===== config.mk =====
export PLATFORM = sky130hd
export DESIGN_NAME = bcd_to_gray_encoder
export DESIGN_NICKNAME = d
export VERILOG_FILES = /design/src/rtl/gray_enc_pkg.sv /design/src/rtl/bin_to_gray.sv /design/src/rtl/bcd_to_gray_encoder.sv
export SDC_FILE = /design/constraint.sdc
export NUM_CORES = 1
export LEC_CHECK = 0
export CORE_ASPECT_RATIO = 2
export CORE_MARGIN = 8
export CORE_UTILIZATION = 25
export CTS_CLUSTER_DIAMETER = 30
export DETAILED_ROUTE_END_ITERATION = 6
export HOLD_SLACK_MARGIN = 0.02
export PLACE_DENSITY_LB_ADDON = 0.3
export SLEW_MARGIN = 20
export SYNTH_ARGS = -nofsm -noshare
export SYNTH_HDL_FRONTEND = slang
export SYNTH_SLANG_ARGS = --single-unit

===== constraint.sdc =====
create_clock -name clk -period 2.8 [get_ports clk]
set_input_delay 0.56 -clock clk [delete_from_list [all_inputs] [get_ports clk]]
set_output_delay 0.56 -clock clk [all_outputs]
set_load 0.02 [all_outputs]

===== src/rtl/gray_enc_pkg.sv =====
// Shared types and constants for the BCD-pair to Gray-code encoder.
package gray_enc_pkg;

  localparam int BCD_W     = 4;
  localparam int BIN_W     = 4;
  localparam int MAX_VALUE = 15;

  typedef enum logic [1:0] {
    IDLE = 2'd0,
    CONV = 2'd1,
    ENC  = 2'd2,
    HOLD = 2'd3
  } state_t;

endpackage


===== src/rtl/bin_to_gray.sv =====
// Combinational binary-reflected Gray encoder for the ENC stage.
module bin_to_gray
  import gray_enc_pkg::*;
(
  input  logic [BIN_W-1:0] bin,
  output logic [BIN_W-1:0] gray
);

  assign gray = bin ^ (bin >> 1);

endmodule


===== src/rtl/bcd_to_gray_encoder.sv =====
// Converts a two-digit BCD pair (0..15) to binary and Gray code through a
// four-state pipeline, with a saturating count of out-of-range pairs.
module bcd_to_gray_encoder
  import gray_enc_pkg::*;
#(
  parameter int ERR_CNT_W = 8
) (
  input  logic                 clk,
  input  logic                 rst,
  input  logic                 in_valid,
  output logic                 in_ready,
  input  logic [BCD_W-1:0]     bcd_tens,
  input  logic [BCD_W-1:0]     bcd_units,
  output logic                 out_valid,
  input  logic                 out_ready,
  output logic [BIN_W-1:0]     binary_code,
  output logic [BIN_W-1:0]     gray_code,
  output logic                 err,
  output logic [ERR_CNT_W-1:0] err_count,
  output state_t               dbg_state
);

  // Handshake: a transfer happens on any rising edge where valid & ready are
  // both 1; the producer holds valid and data stable until that edge.
  state_t           state, state_nxt;
  logic [BCD_W-1:0] tens_q, units_q;
  logic [BIN_W-1:0] bin_q;
  logic             range_err_q;
  logic [4:0]       sum5;
  logic             range_err;
  logic [BIN_W-1:0] gray_enc;

  assign in_ready  = (state == IDLE);
  assign out_valid = (state == HOLD);
  assign dbg_state = state;

  // tens*8 + tens*2 + units; only meaningful once tens <= 1 and units <= 9.
  always_comb begin
    sum5      = 5'({tens_q, 3'b000}) + 5'({tens_q, 1'b0}) + 5'(units_q);
    range_err = (tens_q > 4'd1) || (units_q > 4'd9) || (sum5 > 5'(MAX_VALUE));
  end

  bin_to_gray u_bin_to_gray (
    .bin  (bin_q),
    .gray (gray_enc)
  );

  always_comb begin
    state_nxt = state;
    case (state)
      IDLE:    if (in_valid) state_nxt = CONV;
      CONV:    state_nxt = ENC;
      ENC:     state_nxt = HOLD;
      HOLD:    if (out_ready) state_nxt = IDLE;
      default: state_nxt = IDLE;
    endcase
  end

  always_ff @(posedge clk or posedge rst) begin
    if (rst) state <= IDLE;
    else     state <= state_nxt;
  end

  always_ff @(posedge clk or posedge rst) begin
    if (rst) begin
      tens_q      <= '0;
      units_q     <= '0;
      bin_q       <= '0;
      range_err_q <= 1'b0;
      binary_code <= '0;
      gray_code   <= '0;
      err         <= 1'b0;
      err_count   <= '0;
    end else begin
      case (state)
        IDLE: begin
          if (in_valid) begin
            tens_q  <= bcd_tens;
            units_q <= bcd_units;
          end
        end
        CONV: begin
          bin_q       <= range_err ? '0 : sum5[BIN_W-1:0];
          range_err_q <= range_err;
        end
        ENC: begin
          binary_code <= bin_q;
          gray_code   <= range_err_q ? '0 : gray_enc;
          err         <= range_err_q;
          if (range_err_q && (err_count != {ERR_CNT_W{1'b1}}))
            err_count <= err_count + 1'b1;
        end
        default: ;
      endcase
    end
  end

endmodule


Word-level counts from Yosys, hierarchy flattened --
Index checks and enable logic that the tools add are counted.
Word-level totals: register bits after elaboration 32, input port bits 12, output and inout bits 21, logic and storage cells 34
Operators by class: bitwise operators 1, reductions and logical operators 7, mux-type cells 5, $lt $le $gt $ge 3, eq/ne operators 6, add/sub/neg operators 3
Operators by type and width (number):
- adder 8 x 1 -> 8 bit, second input constant | 1
- 2-to-1 mux 4 bit | 2
- != test 8 bit, second input constant | 1
- case mux 2 bit (4 select lines) | 1
- AND reduction 2 bit | 3
- adder 5 x 4 -> 5 bit | 1
- adder 5 bit | 1
- greater-than comparator 5 x 4 -> 1 bit, second input constant | 1
- == test 2 bit, second input constant | 2
- greater-than comparator 4 x 1 -> 1 bit, second input constant | 1
- greater-than comparator 4 bit, second input constant | 1
- 2-to-1 mux 2 bit | 2
- XOR 4 x 3 -> 4 bit | 1
- == test 2 x 1 -> 1 bit, second input constant | 1
- zero test 2 bit | 1
- logical OR 1 bit | 2
- != test 2 x 1 -> 1 bit, second input constant | 1
- != test 2 bit, second input constant | 1
- logical AND 1 bit | 1

Depth between registers and ports, before layout --
word-level depth 5, depth in mapped cells 7, mapped depth without buffers 7

Modules after synthesis --
Synthesis repeated with hierarchy kept, for this count alone.
Unflattened totals: cell total of the unflattened synthesis 127, area total of the unflattened synthesis 1532.7 µm²
By module, submodules not included:
- bcd_to_gray_encoder | cells each 123, seq. area each 800.8 µm², instances 1, area each 1498.9 µm²
- bin_to_gray | cells each 4, seq. area each 0.0 µm², instances 1, area each 33.8 µm²

Least setup slack after synthesis --
OpenSTA, ideal clock, no wires.
path kind register to register, from register tens_q[0], to register bin_q[0], data arrival time 1.929 ns, required time 2.679 ns, stages on the path, launching flop included 8, setup slack 0.750 ns, path buffers 0, period minus slack after synthesis 2.050 ns, library setup time 0.121 ns, cell sequence dfrtp_1 > inv_1 > fa_1 > inv_1 > fa_1 > xor2_1 > and3_1 > a22o_1
Between the ends: longest elaborated chain between the ends 5, elaborated cells between the ends (all ways) 7, classes of those cells add/sub (2); order compare (2); mux (1); reduce/logical (2)
Ends and longest elaborated chain:
- from (decl) | line bcd_to_gray_encoder.sv:26 | logic [BCD_W-1:0] tens_q, units_q;
- from (signal assigned) | line bcd_to_gray_encoder.sv:78 | tens_q <= bcd_tens;
- adder 5 bit | line bcd_to_gray_encoder.sv:39 | sum5 = 5'({tens_q, 3'b000}) + 5'({tens_q, 1'b0}) + 5'(units_q);
- adder 5 x 4 -> 5 bit | line bcd_to_gray_encoder.sv:39
- greater-than comparator 5 x 4 -> 1 bit | line bcd_to_gray_encoder.sv:40 | range_err = (tens_q > 4'd1) || (units_q > 4'd9) || (sum5 > 5'(MAX_VALUE));
- logical OR 1 bit (*) | line bcd_to_gray_encoder.sv:40
- 2-to-1 mux 4 bit (*) | line bcd_to_gray_encoder.sv:83 | bin_q <= range_err ? '0 : sum5[BIN_W-1:0];
- to (signal assigned) | line bcd_to_gray_encoder.sv:83
- to (decl) | line bcd_to_gray_encoder.sv:27 | logic [BIN_W-1:0] bin_q;
Every way passes the cells marked *; elsewhere a longest branch is shown, timed or not. A chain may end at the register's enable or synchronous reset.

Worst setup path in the final report --
from register state[0] (netlist: dbg_state[0]), to output port in_ready
Between the ends: longest elaborated chain between the ends 1
Ends and longest elaborated chain:
- from (decl) | line bcd_to_gray_encoder.sv:25 | state_t state, state_nxt;
- from (signal assigned) | line bcd_to_gray_encoder.sv:61 | else state <= state_nxt;
- zero test 2 bit | line bcd_to_gray_encoder.sv:33 | assign in_ready = (state == IDLE);
- to (decl) | line bcd_to_gray_encoder.sv:11 | output logic in_ready,
Every way passes these cells.

==> results by group <==
Outcome
  • Status: finished clean

Cells and area
  • Inserted Diodes: 0
  • Layout cells sized above 1: 0.178
  • Final std cells w/o fill: 226
  • Area growth syn-to-layout: 39.2%
  • Final nets: around 180

STA
  • Worst clock skew: about 0.0057 ns
  • Clock period minus final worst setup slack: 2.22 ns
  • RSZ-0062 raised after global routing: no
  • Actual slew at the worst max-slew pin: roughly 0.41 ns
  • Setup slack after layout: between 0.5 and 0.6 ns
  • Slew headroom: 0.728
  • Setup tns final: 0 ns
  • Setup Viol. Count Final: 0
  • Fin crit share: 0.792
  • Maximum operating frequency: ~450 MHz
  • Final Hold Violating Endpoints: 0
  • Pins Over Slew Limit: 0

Die
  • IO Pins: 33
  • Core Region: just under 6000 um2
  • Die Ht: about 130 um
  • Die Wd: slightly above 70 um
  • Initial core utilization: 0.256
  • Die Area: between 8000 and 9000 um2
  • Placement row count: 40

Min path
  • Hold Path Cell Cnt: 1
  • Hold Crit Start: units_q[0]
  • Hold Path End: bin_q[0]
  • Min-Delay Path Class: reg2reg

Pwr
  • Sw Pwr: roughly 0.84 mW
  • Leak Pwr: a little over 0.9 nW
  • Max IR drop VDD: approximately 0.42 mV
  • Share of total power in combinational logic: 0.407
  • Switching Fraction: 0.339
  • P_int: roughly 1.6 mW
  • Seq pwr share: 0.331
  • Power Dens Cells: 1190 nW/um2
  • Clk pwr share: 0.261

Setup path
  • Critical path required time: 2.24 ns
  • Worst Setup End Kind: primary output
  • CP Launch Type: flip-flop
  • Reg-to-reg startpoint: tens_q[0]
  • Reg2Reg Capture Point: bin_q[3]
  • Worst-path fanout max: 5
  • Critical Path AT: about 1.7 ns
  • Internal reg-to-reg setup slack: 0.67 ns
  • Worst Path Class, Setup: reg2out
  • R2r worst-path depth: 7

Synth
  • Sequential-to-total area share from yosys stat: 0.530
  • YS warnings: 0
  • Cells after Synth: 122
  • Top cell type's share of synthesized area: 0.530
  • Post-Syn Nets: 144
  • #FFs+latches synth: 32
  • Synth top area cells: dfrtp_1 53%, mux2_2 12%, ha_1 6.6%
  • Mapped Area: 1510 um2
  • Syn_area_per_cell: around 12 um2
  • Synth area leader: dfrtp_1
  • Unique masters post-synth: 29

Route
  • Vias: just over 1000
  • Remaining DRCs: 0
  • Pre-Repair DR Iteration Count: 4
  • Post-DR vias/cell: ~4.5
  • Iteration-0 DRC Markers: 40
  • Wire per inst: about 13 um
  • DRT antenna net count: 0
  • Drt total wl: between 3000 and 4000 um

GRT
  • Gr ovfl total: 0
  • First-pass GRT wire length: roughly 5300 um
  • Largest net degree at the start of global routing: 33
  • Initial antenna violation count: 0
  • Overall Global Routing Usage: 0.0732
  • Vias in the first global route: 1087

Clock network
  • CTS clk-pin slew, worst paths: 0.05 ns
  • CTS Sinks: 32
  • Max Root-Sink Buffers: 2
  • # hold bufs at CTS: 0
  • Post-CTS setup buffers: 0
  • Clock Root Buffer: clkbuf_16
  • Num CTS Buffers: 5
  • Cts repair resizes: 0
  • Worst skew pair latency: 0.27 ns
  • CTS H-tree depth: 2
  • CTS tree: done

Placement
  • Final GP Congestion: between 0.7 and 0.8
  • Port bufs: 32
  • Pre-CTS setup slack: 0.662 ns
  • Placed cells: about 220
  • Dpl hpwl: 2340 um

Job
  • Max-Cap Viols: 0
-- per-layer routing --
layer | wire (um) | global-route usage
met4 | 39 | 0.0334
met2 | 1510 | 0.119
met1 | 1280 | 0.0820
met5 | 0 | 0
met3 | 194 | 0.0270
-- Yosys cell counts (all sizes together) --
| master | number |
|---|---|
| nor3 | 1 |
| nand2 | 6 |
| and4 | 1 |
| o32a | 1 |
| mux2i | 1 |
| buf | 1 |
| nor2 | 3 |
| o21ai | 2 |
| a21oi | 3 |
| o22ai | 4 |
| inv | 15 |
| xor2 | 1 |
| and3 | 2 |
| xnor2 | 4 |
| nor2b | 1 |
| fa | 2 |
| nand3 | 3 |
| o21bai | 1 |
| ha | 8 |
| nand4 | 3 |
| a31oi | 1 |
| mux2 | 18 |
| a22o | 4 |
| nand2b | 2 |
| nor4b | 1 |
| o211a | 1 |
| dfrtp | 32 |
-- cell type report --
| cell class | count | area (um2) |
|---|---|---|
| multi-input combinational | 74 | 648 |
| tap | 63 | 78.8 |
| sequential | 32 | 801 |
| timing repair buffer | 34 | 335 |
| fill | 617 | 3800 |
| inverter | 15 | 56.3 |
| clock buffer | 7 | 153 |
| clock inverter | 1 | 30.0 |
-- power by group through the flow --
stage,sequential [mW],combinational (mW),clock (mW)
6_report,0.826,1.01,0.651
5_1_grt,0.867,1.12,0.689
4_1_cts,0.831,1.04,0.676
3_5_place_dp,0.839,1.03,0
3_3_place_gp,0.834,1.01,0
2_1_floorplan,0.908,0.559,0
-- layout by cell type (no fill, tap or decap), drive strengths merged --
cell type	Yosys	layout
bufinv	0	1
xor2	1	1
fa	2	2
a21oi	3	3
o21bai	1	1
nand2	6	6
nor3	1	1
nor4b	1	1
dfrtp	32	32
clkdlybuf4s50	0	32
mux2i	1	1
buf	1	2
o32a	1	1
xnor2	4	4
ha	8	8
o21ai	2	2
clkbuf	0	7
o22ai	4	4
a31oi	1	1
nand3	3	3
nor2b	1	1
nand4	3	3
mux2	18	18
and4	1	1
nor2	3	3
and3	2	2
a22o	4	4
inv	15	15
o211a	1	1
nand2b	2	2
-- how the worst max path moves through the flow --
stage / from / to / slack [ns] / cells after the start
2_1_floorplan: tens_q[0] / bin_q[0] / 0.75 / 7
3_3_place_gp: tens_q[0] / bin_q[3] / 0.71 / 7
3_5_place_dp: tens_q[0] / bin_q[3] / 0.66 / 7
4_1_cts: dbg_state[1] / in_ready / 0.56 / 3
5_1_grt: dbg_state[1] / in_ready / 0.52 / 3
6_report: dbg_state[0] / in_ready / 0.58 / 3
-- state kept, by name, summed over array words and instances, names as in the netlist --
register / count
range_err_q: 1
dbg_state: 2
bin_q: 4
gray_code: 4
tens_q: 4
err: 1
err_count: 8
units_q: 4
binary_code: 4
-- through the flow --
| stage | utilization | area, um2 | hold WS, ns | total power, mW |
|---|---|---|---|---|
| 6_report | 0.356 | 2100 | 0.491 | 2.49 |
| 5_1_grt | 0.356 | 2100 | 0.519 | 2.68 |
| 3_3_place_gp | 0.325 | 1920 | 0.479 | 1.84 |
| 3_5_place_dp | 0.325 | 1920 | 0.482 | 1.87 |
| 2_1_floorplan | - | 1510 | 0.457 | 1.47 |
| 4_1_cts | 0.356 | 2100 | 0.497 | 2.54 |
-- critical path, cell delays in order (launching register included) --
cell and delay (ns):
dfrtp_1 0.42, inv_1 0.10, ha_1 0.21, clkdlybuf4s50_1 0.64
-- cell families (layout without fill, tap and decap cells) --
group / after synthesis / after routing / share of synthesized area
DFF: 32 / 32 / 0.530
and+or+nand+nor: 23 / 23 / 0.0853
muxes: 19 / 19 / 0.141
AOI/OAI and AO/OA: 17 / 17 / 0.0812
buffers and inverters: 16 / 57 / 0.0406
adders and majority gates: 10 / 10 / 0.0928
xor gates and xnor gates: 5 / 5 / 0.0290
No activity file was read; power rests on OpenSTA's default activity.
